<file path="src/rtl/max_unpooling_if.sv">
// Handshake bundle for max_unpooling: pooled pixel/index in, unpooled stream out.
interface max_unpooling_if #(
  parameter int unsigned DATA_WIDTH = 8,
  parameter int unsigned KERNEL_DIM = 3
);
  localparam int unsigned WIN_SIZE  = KERNEL_DIM * KERNEL_DIM;
  localparam int unsigned IDX_WIDTH = (WIN_SIZE > 1) ? $clog2(WIN_SIZE) : 1;

  logic                  in_valid;
  logic                  in_ready;
  logic [DATA_WIDTH-1:0] in_pixel;
  logic [IDX_WIDTH-1:0]  in_index;
  logic                  out_valid;
  logic                  out_ready;
  logic [DATA_WIDTH-1:0] out_pixel;
  logic                  out_last;
  logic                  err_index;

  // Producer of pooled pixels / consumer of the unpooled stream
  modport master (
    output in_valid, in_pixel, in_index, out_ready,
    input  in_ready, out_valid, out_pixel, out_last, err_index
  );

  // The unpooling block itself
  modport slave (
    input  in_valid, in_pixel, in_index, out_ready,
    output in_ready, out_valid, out_pixel, out_last, err_index
  );
endinterface

</file>
<file path="src/rtl/max_unpooling.sv">
// Streaming max-unpooling: expands one pooled pixel + argmax index into a
// KERNEL_DIM*KERNEL_DIM row-major stream, value at the argmax slot, zero elsewhere.
// Optional feature: define MAX_UNPOOL_PREFETCH_EN for a one-entry pending
// register that allows back-to-back windows without an idle bubble.
module max_unpooling #(
  parameter int unsigned DATA_WIDTH = 8,
  parameter int unsigned KERNEL_DIM = 3
) (
  input  logic              clk,
  input  logic              rst,
  max_unpooling_if.slave    bus
);
  localparam int unsigned WIN_SIZE  = KERNEL_DIM * KERNEL_DIM;
  localparam int unsigned IDX_WIDTH = (WIN_SIZE > 1) ? $clog2(WIN_SIZE) : 1;

  typedef enum logic {IDLE, EMIT} state_t;

  state_t                state_q, state_d;
  logic [IDX_WIDTH-1:0]  pos_q, pos_d;
  logic [DATA_WIDTH-1:0] pix_q, pix_d;
  logic [IDX_WIDTH-1:0]  idx_q, idx_d;
  logic                  err_q, err_d;
  logic                  out_valid_q, out_valid_d;
  logic [DATA_WIDTH-1:0] out_pixel_q, out_pixel_d;
  logic                  out_last_q, out_last_d;
  logic                  in_ready_q, in_ready_d;
`ifdef MAX_UNPOOL_PREFETCH_EN
  logic                  pend_full_q, pend_full_d;
  logic [DATA_WIDTH-1:0] pend_pix_q, pend_pix_d;
  logic [IDX_WIDTH-1:0]  pend_idx_q, pend_idx_d;
`endif

  logic in_fire;
  logic out_fire;
  logic last_fire;

  assign in_fire   = bus.in_valid && in_ready_q;
  assign out_fire  = out_valid_q && bus.out_ready;
  assign last_fire = out_fire && out_last_q;

  assign bus.in_ready  = in_ready_q;
  assign bus.out_valid = out_valid_q;
  assign bus.out_pixel = out_pixel_q;
  assign bus.out_last  = out_last_q;
  assign bus.err_index = err_q;

  // Next-state, window bookkeeping and next registered outputs
  always_comb begin
    state_d = state_q;
    pos_d   = pos_q;
    pix_d   = pix_q;
    idx_d   = idx_q;
    err_d   = err_q;
`ifdef MAX_UNPOOL_PREFETCH_EN
    pend_full_d = pend_full_q;
    pend_pix_d  = pend_pix_q;
    pend_idx_d  = pend_idx_q;
`endif

    // Out-of-range argmax is flagged at acceptance; the window then never matches pos
    if (in_fire && (32'(bus.in_index) >= WIN_SIZE)) begin
      err_d = 1'b1;
    end

    case (state_q)
      IDLE: begin
        if (in_fire) begin
          pix_d   = bus.in_pixel;
          idx_d   = bus.in_index;
          pos_d   = '0;
          state_d = EMIT;
        end
      end
      EMIT: begin
        if (out_fire) begin
          if (last_fire) begin
            pos_d = '0;
`ifdef MAX_UNPOOL_PREFETCH_EN
            if (pend_full_q) begin
              pix_d       = pend_pix_q;
              idx_d       = pend_idx_q;
              pend_full_d = 1'b0;
            end else if (in_fire) begin
              pix_d = bus.in_pixel;
              idx_d = bus.in_index;
            end else begin
              state_d = IDLE;
            end
`else
            state_d = IDLE;
`endif
          end else begin
            pos_d = pos_q + IDX_WIDTH'(1);
          end
        end
      end
    endcase

`ifdef MAX_UNPOOL_PREFETCH_EN
    // Input arriving mid-window parks in pending unless it went straight to active
    if (in_fire && (state_q == EMIT) && !(last_fire && !pend_full_q)) begin
      pend_pix_d  = bus.in_pixel;
      pend_idx_d  = bus.in_index;
      pend_full_d = 1'b1;
    end
`endif

    out_valid_d = (state_d == EMIT);
    out_pixel_d = (out_valid_d && (pos_d == idx_d)) ? pix_d : '0;
    out_last_d  = out_valid_d && (pos_d == IDX_WIDTH'(WIN_SIZE - 1));
`ifdef MAX_UNPOOL_PREFETCH_EN
    in_ready_d  = !pend_full_d;
`else
    in_ready_d  = (state_d == IDLE);
`endif
  end

  // State and output registers
  always_ff @(posedge clk or negedge rst) begin
    if (!rst) begin
      state_q     <= IDLE;
      pos_q       <= '0;
      pix_q       <= '0;
      idx_q       <= '0;
      err_q       <= 1'b0;
      out_valid_q <= 1'b0;
      out_pixel_q <= '0;
      out_last_q  <= 1'b0;
      in_ready_q  <= 1'b1;
`ifdef MAX_UNPOOL_PREFETCH_EN
      pend_full_q <= 1'b0;
      pend_pix_q  <= '0;
      pend_idx_q  <= '0;
`endif
    end else begin
      state_q     <= state_d;
      pos_q       <= pos_d;
      pix_q       <= pix_d;
      idx_q       <= idx_d;
      err_q       <= err_d;
      out_valid_q <= out_valid_d;
      out_pixel_q <= out_pixel_d;
      out_last_q  <= out_last_d;
      in_ready_q  <= in_ready_d;
`ifdef MAX_UNPOOL_PREFETCH_EN
      pend_full_q <= pend_full_d;
      pend_pix_q  <= pend_pix_d;
      pend_idx_q  <= pend_idx_d;
`endif
    end
  end
endmodule

</file>
<file path="src/flat_wrapper.sv">
// flat-port wrapper written by rule: the top's interface ports become plain ports
module max_unpooling_flat 
#(
  parameter int unsigned DATA_WIDTH = 8,
  parameter int unsigned KERNEL_DIM = 3
)
  (clk, rst, bus_in_valid, bus_in_pixel, bus_in_index, bus_out_ready, bus_in_ready, bus_out_valid, bus_out_pixel, bus_out_last, bus_err_index);
  max_unpooling_if #(.DATA_WIDTH(DATA_WIDTH), .KERNEL_DIM(KERNEL_DIM)) bus_i ();
  input  logic clk;
  input  logic rst;
  input wire logic [$bits(bus_i.in_valid)-1:0] bus_in_valid;
  input wire logic [$bits(bus_i.in_pixel)-1:0] bus_in_pixel;
  input wire logic [$bits(bus_i.in_index)-1:0] bus_in_index;
  input wire logic [$bits(bus_i.out_ready)-1:0] bus_out_ready;
  output wire logic [$bits(bus_i.in_ready)-1:0] bus_in_ready;
  output wire logic [$bits(bus_i.out_valid)-1:0] bus_out_valid;
  output wire logic [$bits(bus_i.out_pixel)-1:0] bus_out_pixel;
  output wire logic [$bits(bus_i.out_last)-1:0] bus_out_last;
  output wire logic [$bits(bus_i.err_index)-1:0] bus_err_index;
  assign bus_i.in_valid = bus_in_valid;
  assign bus_i.in_pixel = bus_in_pixel;
  assign bus_i.in_index = bus_in_index;
  assign bus_i.out_ready = bus_out_ready;
  assign bus_in_ready = bus_i.in_ready;
  assign bus_out_valid = bus_i.out_valid;
  assign bus_out_pixel = bus_i.out_pixel;
  assign bus_out_last = bus_i.out_last;
  assign bus_err_index = bus_i.err_index;
  max_unpooling #(.DATA_WIDTH(DATA_WIDTH), .KERNEL_DIM(KERNEL_DIM)) u_core (.clk(clk), .rst(rst), .bus(bus_i));
endmodule
</file>
<file path="config.mk">
export PLATFORM = sky130hd
export DESIGN_NAME = max_unpooling_flat
export DESIGN_NICKNAME = d
export VERILOG_FILES = /design/src/rtl/max_unpooling_if.sv /design/src/rtl/max_unpooling.sv /design/src/flat_wrapper.sv
export SDC_FILE = /design/constraint.sdc
export NUM_CORES = 1
export LEC_CHECK = 0
export BUFFER_PORTS_ARGS = -buffer_cell sky130_fd_sc_hd__buf_2
export CAP_MARGIN = 20
export CORE_MARGIN = 1
export CORE_UTILIZATION = 30
export DETAILED_ROUTE_END_ITERATION = 10
export PLACE_DENSITY = 0.53
export SETUP_SLACK_MARGIN = 0.02
export SLEW_MARGIN = 15
export SYNTH_ARGS = -nofsm -noshare
export SYNTH_HDL_FRONTEND = slang
export SYNTH_SLANG_ARGS = --single-unit
export TNS_END_PERCENT = 5
</file>
<file path="constraint.sdc">
create_clock -name clk -period 1.9 [get_ports clk]
set_input_delay 0.285 -clock clk [delete_from_list [all_inputs] [get_ports clk]]
set_output_delay 0.285 -clock clk [all_outputs]
set_load 0.02 [all_outputs]
</file>
After elaboration in Yosys (flattened, before gate mapping)
Index checks and enable logic that the tools add are counted.

Word-level logic and storage cells: 33. Input bits: 16. Register bits: 28.

Muxes and demuxes: 13. $lt $le $gt $ge: 1. Equality and inequality tests: 2. Reductions and logical operators: 6. Add/sub/neg operators: 1. Bitwise logic cells: 2.

Operators with widths (number): $mux 8 (3); $mux 4 (5); $pmux 4 s2 (1); $logic_and 1x1->1 (6); $add 4x1->4 const B (1); $eq 4x4->1 (1); $eq 4x4->1 const B (1); $ge 4x4->1 const B (1); $mux 1 (3); $not 1->1 (2); $pmux 1 s2 (1).

Depth between registers and ports, before layout
Gate-level depths: netlist (run 1).

Depth after elaboration: 8. Mapped depth: 8.

Worst setup path before layout (run 1)
No wires, ideal clock.

Path type: register to register. From: register u_core.in_ready_q (netlist: u_core.bus.in_ready). To: register u_core.out_pixel_q[0] (netlist: u_core.bus.out_pixel[0]). Arrival: 1.664 ns. Slack: 0.131 ns. Data required time: 1.795 ns. Stages on the path, launching flop included: 7. Path through: dfstp_2 -> nand3b_4 -> mux2_4 -> xnor2_1 -> nand4bb_1 -> buf_2 -> nor4b_1.

Longest elaborated chain between the ends: 6. Elaborated cells between the ends (all ways): 12. Classes of those cells: eq/ne (1); mux (9); reduce/logical (2).

Ends and longest elaborated chain: start, declared (line max_unpooling.sv:26) `logic in_ready_q, in_ready_d;`; start signal, assigned (line max_unpooling.sv:144) `in_ready_q <= in_ready_d;`; $logic_and 1x1->1 (line max_unpooling.sv:37) `assign in_fire = bus.in_valid && in_ready_q;`; $mux 4 (line max_unpooling.sv:67) `if (in_fire) begin`; $mux 4 (line max_unpooling.sv:65) `case (state_q)`; named net u_core.idx_d[1] (line max_unpooling.sv:21) `logic [IDX_WIDTH-1:0] idx_q, idx_d;`; $eq 4x4->1 (line max_unpooling.sv:109) `out_pixel_d = (out_valid_d && (pos_d == idx_d)) ? pix_d : '0;`; $logic_and 1x1->1 (line max_unpooling.sv:109); $mux 8 (line max_unpooling.sv:109); named net u_core.out_pixel_d[0] (line max_unpooling.sv:24) `logic [DATA_WIDTH-1:0] out_pixel_q, out_pixel_d;`; end signal, assigned (line max_unpooling.sv:142) `out_pixel_q <= out_pixel_d;`; end, declared (line max_unpooling.sv:24).

The timed path passes the listed nets, and every way through them passes these cells. A chain may end at the register's enable or synchronous reset.

Worst setup path after layout (run 1)
From: register u_core.in_ready_q (netlist: u_core.bus.in_ready). To: register u_core.out_pixel_q[3] (netlist: u_core.bus.out_pixel[3]).

Same word-level chain as after synthesis.

==> run_results.csv, run 1 <==
group,metric,value,unit
yosys,synthArstFlopShare,100.0,%
yosys,synth_edf_count,0,
yosys,synth_xor_xnor_area_share,1.358,%
min_path,hp-class,"in2async",
finish,fin_util,41.32,%
detailed_routing,wl_per_cell,14.57,um
sta,drv_slew,0,
clock_network,cts_buffers,3,
floorplanning,die-area,4566,um^2
detailed_routing,drt_iter0_drc,66,
clock_network,cts_tree,"built",
floorplanning,rows,23,
yosys,synthDistinctLibCells,35,
yosys,yosysSeqAreaShare,54.41,%
sta,max_freq,549.6,MHz
place,io_buffers,27,
global_routing,antenna_found_initial,0,
finish,diodes,0,
yosys,yosys_warnings,0,
yosys,synth_area,1290,um^2
detailed_routing,viasPerCell,5.032,
yosys,synth_top_area_cell,"dfrtp_1",
floorplanning,start_util,31.79,%
floorplanning,die_w,67.58,um
place,dp_hpwl,1.928,mm
finish,multiInputGateArea,654.4,um^2
clock_network,numClockSinks,28,
yosys,ys.flop_type,"dfrtp_1",
critical_path,crit_required,2080,ps
power,total_leakage_power,0.7804,nW
run_status,status,"completed",
floorplanning,boundaryPins,28,
finish,finalInstanceArea,1677,um^2
clock_network,clock_latency,270,ps
sta,holdWs,27.51,ps
yosys,ys_top_cells_by_area,"dfrtp_1 52%, mux2_2 9.6%, nor4b_1 4.8%",
floorplanning,core,4058,um^2
yosys,post-synth-top-count-cell,"dfrtp_1",
yosys,synth_fa_ha_area_share,0.9699,%
global_routing,grt_max_degree,29,
global_routing,grt_pass1_wl,4.353,mm
clock_network,root_buffer,"clkbuf_8",
finish,area_delta_synth_final,29.97,%
clock_network,htreeDepth,1,
floorplanning,die_h,67.58,um
clock_network,clockBufferDepth,2,
detailed_routing,drc,0,
power,power_density,1690,nW/um^2
sta,hold_viol,0,
detailed_routing,dr.pass1.iters,4,
yosys,synthSimpleGateAreaFrac,20.66,%
detailed_routing,drtAntennaViolNets,0,
finish,nNetsFinal,158,
yosys,synth_top_family_by_area,"simple AND/OR/NAND/NOR gates",
sta,tightest_slew,643.2,ps
detailed_routing,via_count,956,
sta,max_slew_margin,57.12,%
sta,setup_viol,0,
sta,skew,7.130,ps
yosys,synth-compound-area-share,6.984,%
clock_network,cts.clk_slew.worst_paths,90,ps
critical_path,critPathLaunchType,"flip-flop",
finish,n_fill_cell,369,
critical_path,cp-end-kind,"flip-flop",
detailed_routing,wirelength,2.769,mm
flow_run,drv_cap,0,
global_routing,grt_overflow_total,0,
critical_path,cp.arrival,2000,ps
yosys,syn_area_per_cell,11.94,um^2
yosys,ys_ff_latch,28,
sta,period_share,95.77,%
global_routing,track_usage,12.89,%
yosys,ys_top_cells_by_count,"27 x dfrtp_1, 11 x mux2_2, 11 x nand2_1, 7 x nor4b_1, 5 x nand3_1",
yosys,synth_top_area_share,52.38,%
critical_path,criticalPathCategory,"reg2reg",
finish,drive_above_1_share,46.43,%
yosys,postSynthCellCount,108,
power,vdd_drop_max,0.6746,mV
yosys,syn_nets,125,
place,dpl_cell_area,1490,um^2
sta,rsz0062_at_grt,"true",
sta,min_period,1820,ps
place,place.gp.congestion,0.8044,
finish,seqCellArea,703.2,um^2
yosys,synthMuxAreaShare,12.32,%
global_routing,grt_pass1_vias,952,
critical_path,cp_max_fo,8,
## worst max-delay path, cell delays in order, from the launching register on
cell       delay [ps]
dfstp_2           570
nand3b_4          130
mux2_4            340
xnor2_1           140
nand4bb_1         130
buf_6             170
nor4b_2           250
## worst paths after layout
| kind | from | endpoint | slack (ps) | depth (start not counted) |
|---|---|---|---|---|
| hold / removal | rst | u_core.bus.out_pixel[3] | 30 | 1 |
| hold reg to reg | u_core.bus.err_index | u_core.bus.err_index | 470 | 1 |
| min in group clk | bus_in_pixel[6] | u_core.pix_q[6] | 240 | 3 |
| setup reg to reg | u_core.bus.in_ready | u_core.bus.out_pixel[3] | 80 | 6 |
| setup / recovery | u_core.bus.in_ready | u_core.bus.out_pixel[3] | 80 | 6 |
| max in group asynchronous | rst | u_core.pos_q[1] | 1400 | 1 |
## cell families (layout without fill, tap and decap cells)
logic type | Yosys count | in the layout
adders and majority gates | 1 | 1
muxes | 14 | 14
xor gates and xnor gates | 2 | 2
DFF | 28 | 28
buffers and inverters | 9 | 41
and+or+nand+nor | 40 | 40
AOI/OAI and AO/OA | 14 | 14
## metal layers
layer	GRT usage (%)	part of all wire [%]	vias up	wire length (um)
met3	2.703	5.2	2	145
met1	16.83	47	474	1296
met5	0	0	-	0
met4	3.989	0.69	0	19
met2	21.16	47	26	1307
li1	-	-	454	-
## state kept, by name, summed over array words and instances (netlist names)
signal	cells
u_core.bus.out_last	1
u_core.bus.out_pixel	8
u_core.bus.in_ready	1
u_core.bus.err_index	1
u_core.pix_q	8
u_core.pos_q	4
u_core.idx_q	4
u_core.state_q	1
## report_power, final
part | leakage [nW] | internal, mW | total (mW) | switching (mW)
clock | 0.0228 | 0.150 | 0.323 | 0.173
sequential | 0.348 | 0.843 | 0.978 | 0.135
combinational | 0.410 | 0.684 | 1.53 | 0.849
total | 0.780 | 1.68 | 2.83 | 1.16
## cell usage in the layout (no fill, tap or decap), types with 2 or more instances in the layout
master	instances
a21o_1	2
a21oi_1	4
buf_2	27
buf_4	4
clkbuf_8	3
dfrtp_1	26
inv_1	4
mux2_2	11
mux2i_1	2
nand2_1	11
nand3_1	5
nand3b_1	2
nand4b_1	2
nor2b_1	2
nor4b_2	6
o21ai_1	2
## stage by stage
stage | setup TNS [ps] | setup slack [ps] | instances | power [mW]
global placement | 0 | 34.60 | 184 | 2.117
detailed placement | -103.2 | -26.89 | 184 | 2.130
floorplan | 0 | 130.8 | 108 | 1.789
finish | 0 | 80.36 | 190 | 2.833
global route | -112.3 | -27.29 | 190 | 3.042
CTS | 0 | 1.731 | 188 | 2.544
## area by class of cell
class | instances | share of cell area (%)
Clock buffer | 4 | 2.687
Sequential cell | 28 | 41.94
Inverter | 4 | 0.8955
Multi-Input combinational cell | 71 | 39.03
Timing Repair Buffer | 33 | 11.72
Tap cell | 50 | 3.731
## what timing repair did
action | CTS | global route
hold buffers | 0 | 0
endpoints found under the setup margin | 8 | 8
setup buffers | 0 | 2
pin swaps | 0 | 3
resized for setup | 5 | 13
Note: power is estimated with default switching activity, not from simulation.
==> inputs of run 2 (changes only) <==
--- a/config.mk
+++ b/config.mk
@@ -11,6 +11,7 @@
 export CORE_UTILIZATION = 30
 export DETAILED_ROUTE_END_ITERATION = 10
 export PLACE_DENSITY = 0.53
+export REMOVE_ABC_BUFFERS = 1
 export SETUP_SLACK_MARGIN = 0.02
 export SLEW_MARGIN = 15
 export SYNTH_ARGS = -nofsm -noshare
==> run 2 against run 1 <==
Flip-flop and latch count unchanged. Highest routed layer unchanged. Critical endpoint is now u_core.bus.out_pixel[1]. Hold slack got worse by 6.4 ps. Critical path type unchanged. Largest cell class unchanged. First-iteration DRC count decreased by 77%. Critical path depth unchanged. Combinational power increased by 8%.
==> run_results.csv, run 2 (synthesized netlist as in run 1, its figures left out) <==
group,metric,value,unit
finish,n_fill_cell,385,
detailed_routing,drtAntennaViolNets,0,
clock_network,cts.clk_slew.worst_paths,100,ps
clock_network,root_buffer,"clkbuf_8",
sta,hold_viol,0,
power,vdd_drop_max,0.9318,mV
global_routing,grt_max_degree,29,
floorplanning,die-area,4566,um^2
clock_network,htreeDepth,1,
floorplanning,start_util,31.79,%
finish,finalInstanceArea,1758,um^2
critical_path,cp-end-kind,"flip-flop",
place,dp_hpwl,2.004,mm
floorplanning,rows,23,
min_path,hp-class,"in2async",
finish,seqCellArea,703.2,um^2
global_routing,track_usage,13.21,%
detailed_routing,wl_per_cell,14.63,um
detailed_routing,drt_iter0_drc,15,
place,place.gp.congestion,0.7127,
place,io_buffers,27,
global_routing,antenna_found_initial,0,
sta,tightest_slew,625.1,ps
critical_path,cp-startpoint,"u_core.bus.in_ready",
sta,skew,7.837,ps
clock_network,cts_buffers,3,
global_routing,grt_pass1_wl,4.526,mm
clock_network,clock_latency,270,ps
sta,min_period,1850,ps
detailed_routing,dr.pass1.iters,4,
detailed_routing,viasPerCell,5.036,
place,dp_slack,-45.59,ps
sta,setup_viol,0,
detailed_routing,drc,0,
floorplanning,boundaryPins,28,
critical_path,criticalPathCategory,"reg2reg",
clock_network,cts_tree,"built",
sta,period_share,97.38,%
detailed_routing,wirelength,2.824,mm
floorplanning,die_w,67.58,um
sta,max_slew_margin,58.33,%
global_routing,grt_pass1_vias,958,
finish,mostFrequentLayoutCells,"27 x buf_2, 26 x dfrtp_1, 11 x nand2_1, 11 x mux2_2, 7 x buf_4",
run_status,status,"completed",
clock_network,clockBufferDepth,2,
flow_run,drv_cap,0,
detailed_routing,via_count,972,
critical_path,crit_required,2080,ps
critical_path,cp_max_fo,8,
sta,rsz0062_at_grt,"true",
finish,area_delta_synth_final,36.28,%
finish,final_common_cell,"buf_2",
floorplanning,core,4058,um^2
finish,diodes,0,
floorplanning,die_h,67.58,um
finish,nNetsFinal,161,
critical_path,cp.arrival,2030,ps
clock_network,numClockSinks,28,
place,dpl_cell_area,1498,um^2
power,p_total,3.100,mW
sta,max_freq,540.5,MHz
finish,drive_above_1_share,49.65,%
power,power_density,1763,nW/um^2
sta,drv_slew,0,
sta,worst_slack,49.75,ps
finish,fin_util,43.32,%
critical_path,rr_startpoint,"u_core.bus.in_ready",
critical_path,critPathLaunchType,"flip-flop",
finish,multiInputGateArea,686.9,um^2
global_routing,grt_overflow_total,0,
power,total_leakage_power,0.8211,nW
run 2: cell types whose count changed in the layout (fill, tap and decap cells not counted), sizes merged:
cell / change
buf: +3
clkbuf: -1
bufinv: +1
run 2: power by group:
part	switching [mW]	internal (mW)
combinational	0.910	0.746
clock	0.178	0.282
sequential	0.141	0.844
run 2: layout make-up:
cell class / count / share of cell area, %
clock inverters: 1 / 1.708
inverters: 4 / 0.8541
flip-flops and latches: 28 / 40.00
well taps: 50 / 3.559
multi-input cells: 71 / 39.07
clock buffers: 3 / 2.349
repair buffers: 36 / 12.46
run 2: per-stage QoR:
| stage | hold WS, ps | setup TNS (ps) | instances |
|---|---|---|---|
| after CTS | 34.96 | 0 | 189 |
| after global placement | 331.3 | 0 | 185 |
| after floorplan | -10.59 | -1189 | 103 |
| after global routing | 58.59 | -304.9 | 193 |
| after detailed placement | 345.1 | -58.93 | 185 |
| final | 21.12 | 0 | 193 |
run 2: final timing paths:
kind	endpoint	cells past startpoint	slack, ps
max	u_core.bus.out_pixel[1]	6	50
min reg2reg	u_core.pix_q[2]	1	500
min	u_core.pos_q[3]	1	20
min in group clk	u_core.pix_q[5]	2	250
max reg2reg	u_core.bus.out_pixel[1]	6	50
max in group asynchronous	u_core.pos_q[1]	1	1430
run 2: metal layers:
layer	GRT usage, %	vias to the layer above	share of wire, %
met2	21.66	25	50
met5	0	-	0
met1	17.69	483	45
li1	-	462	-
met3	2.196	2	4.0
met4	3.989	0	0.28
run 2: worst max-delay path, stage by stage (launching register included):
cell	delay, ps
dfstp_2	570
nand3b_4	110
mux2_4	330
xnor2_2	160
nand4bb_1	130
buf_6	170
nor4b_4	280
run 2: what timing repair did:
item,CTS,global route
buffers inserted,0,4
gates cloned,0,0
pin swaps,0,4
setup endpoints to repair,4,8
hold buffers,0,0
resized for setup,9,13
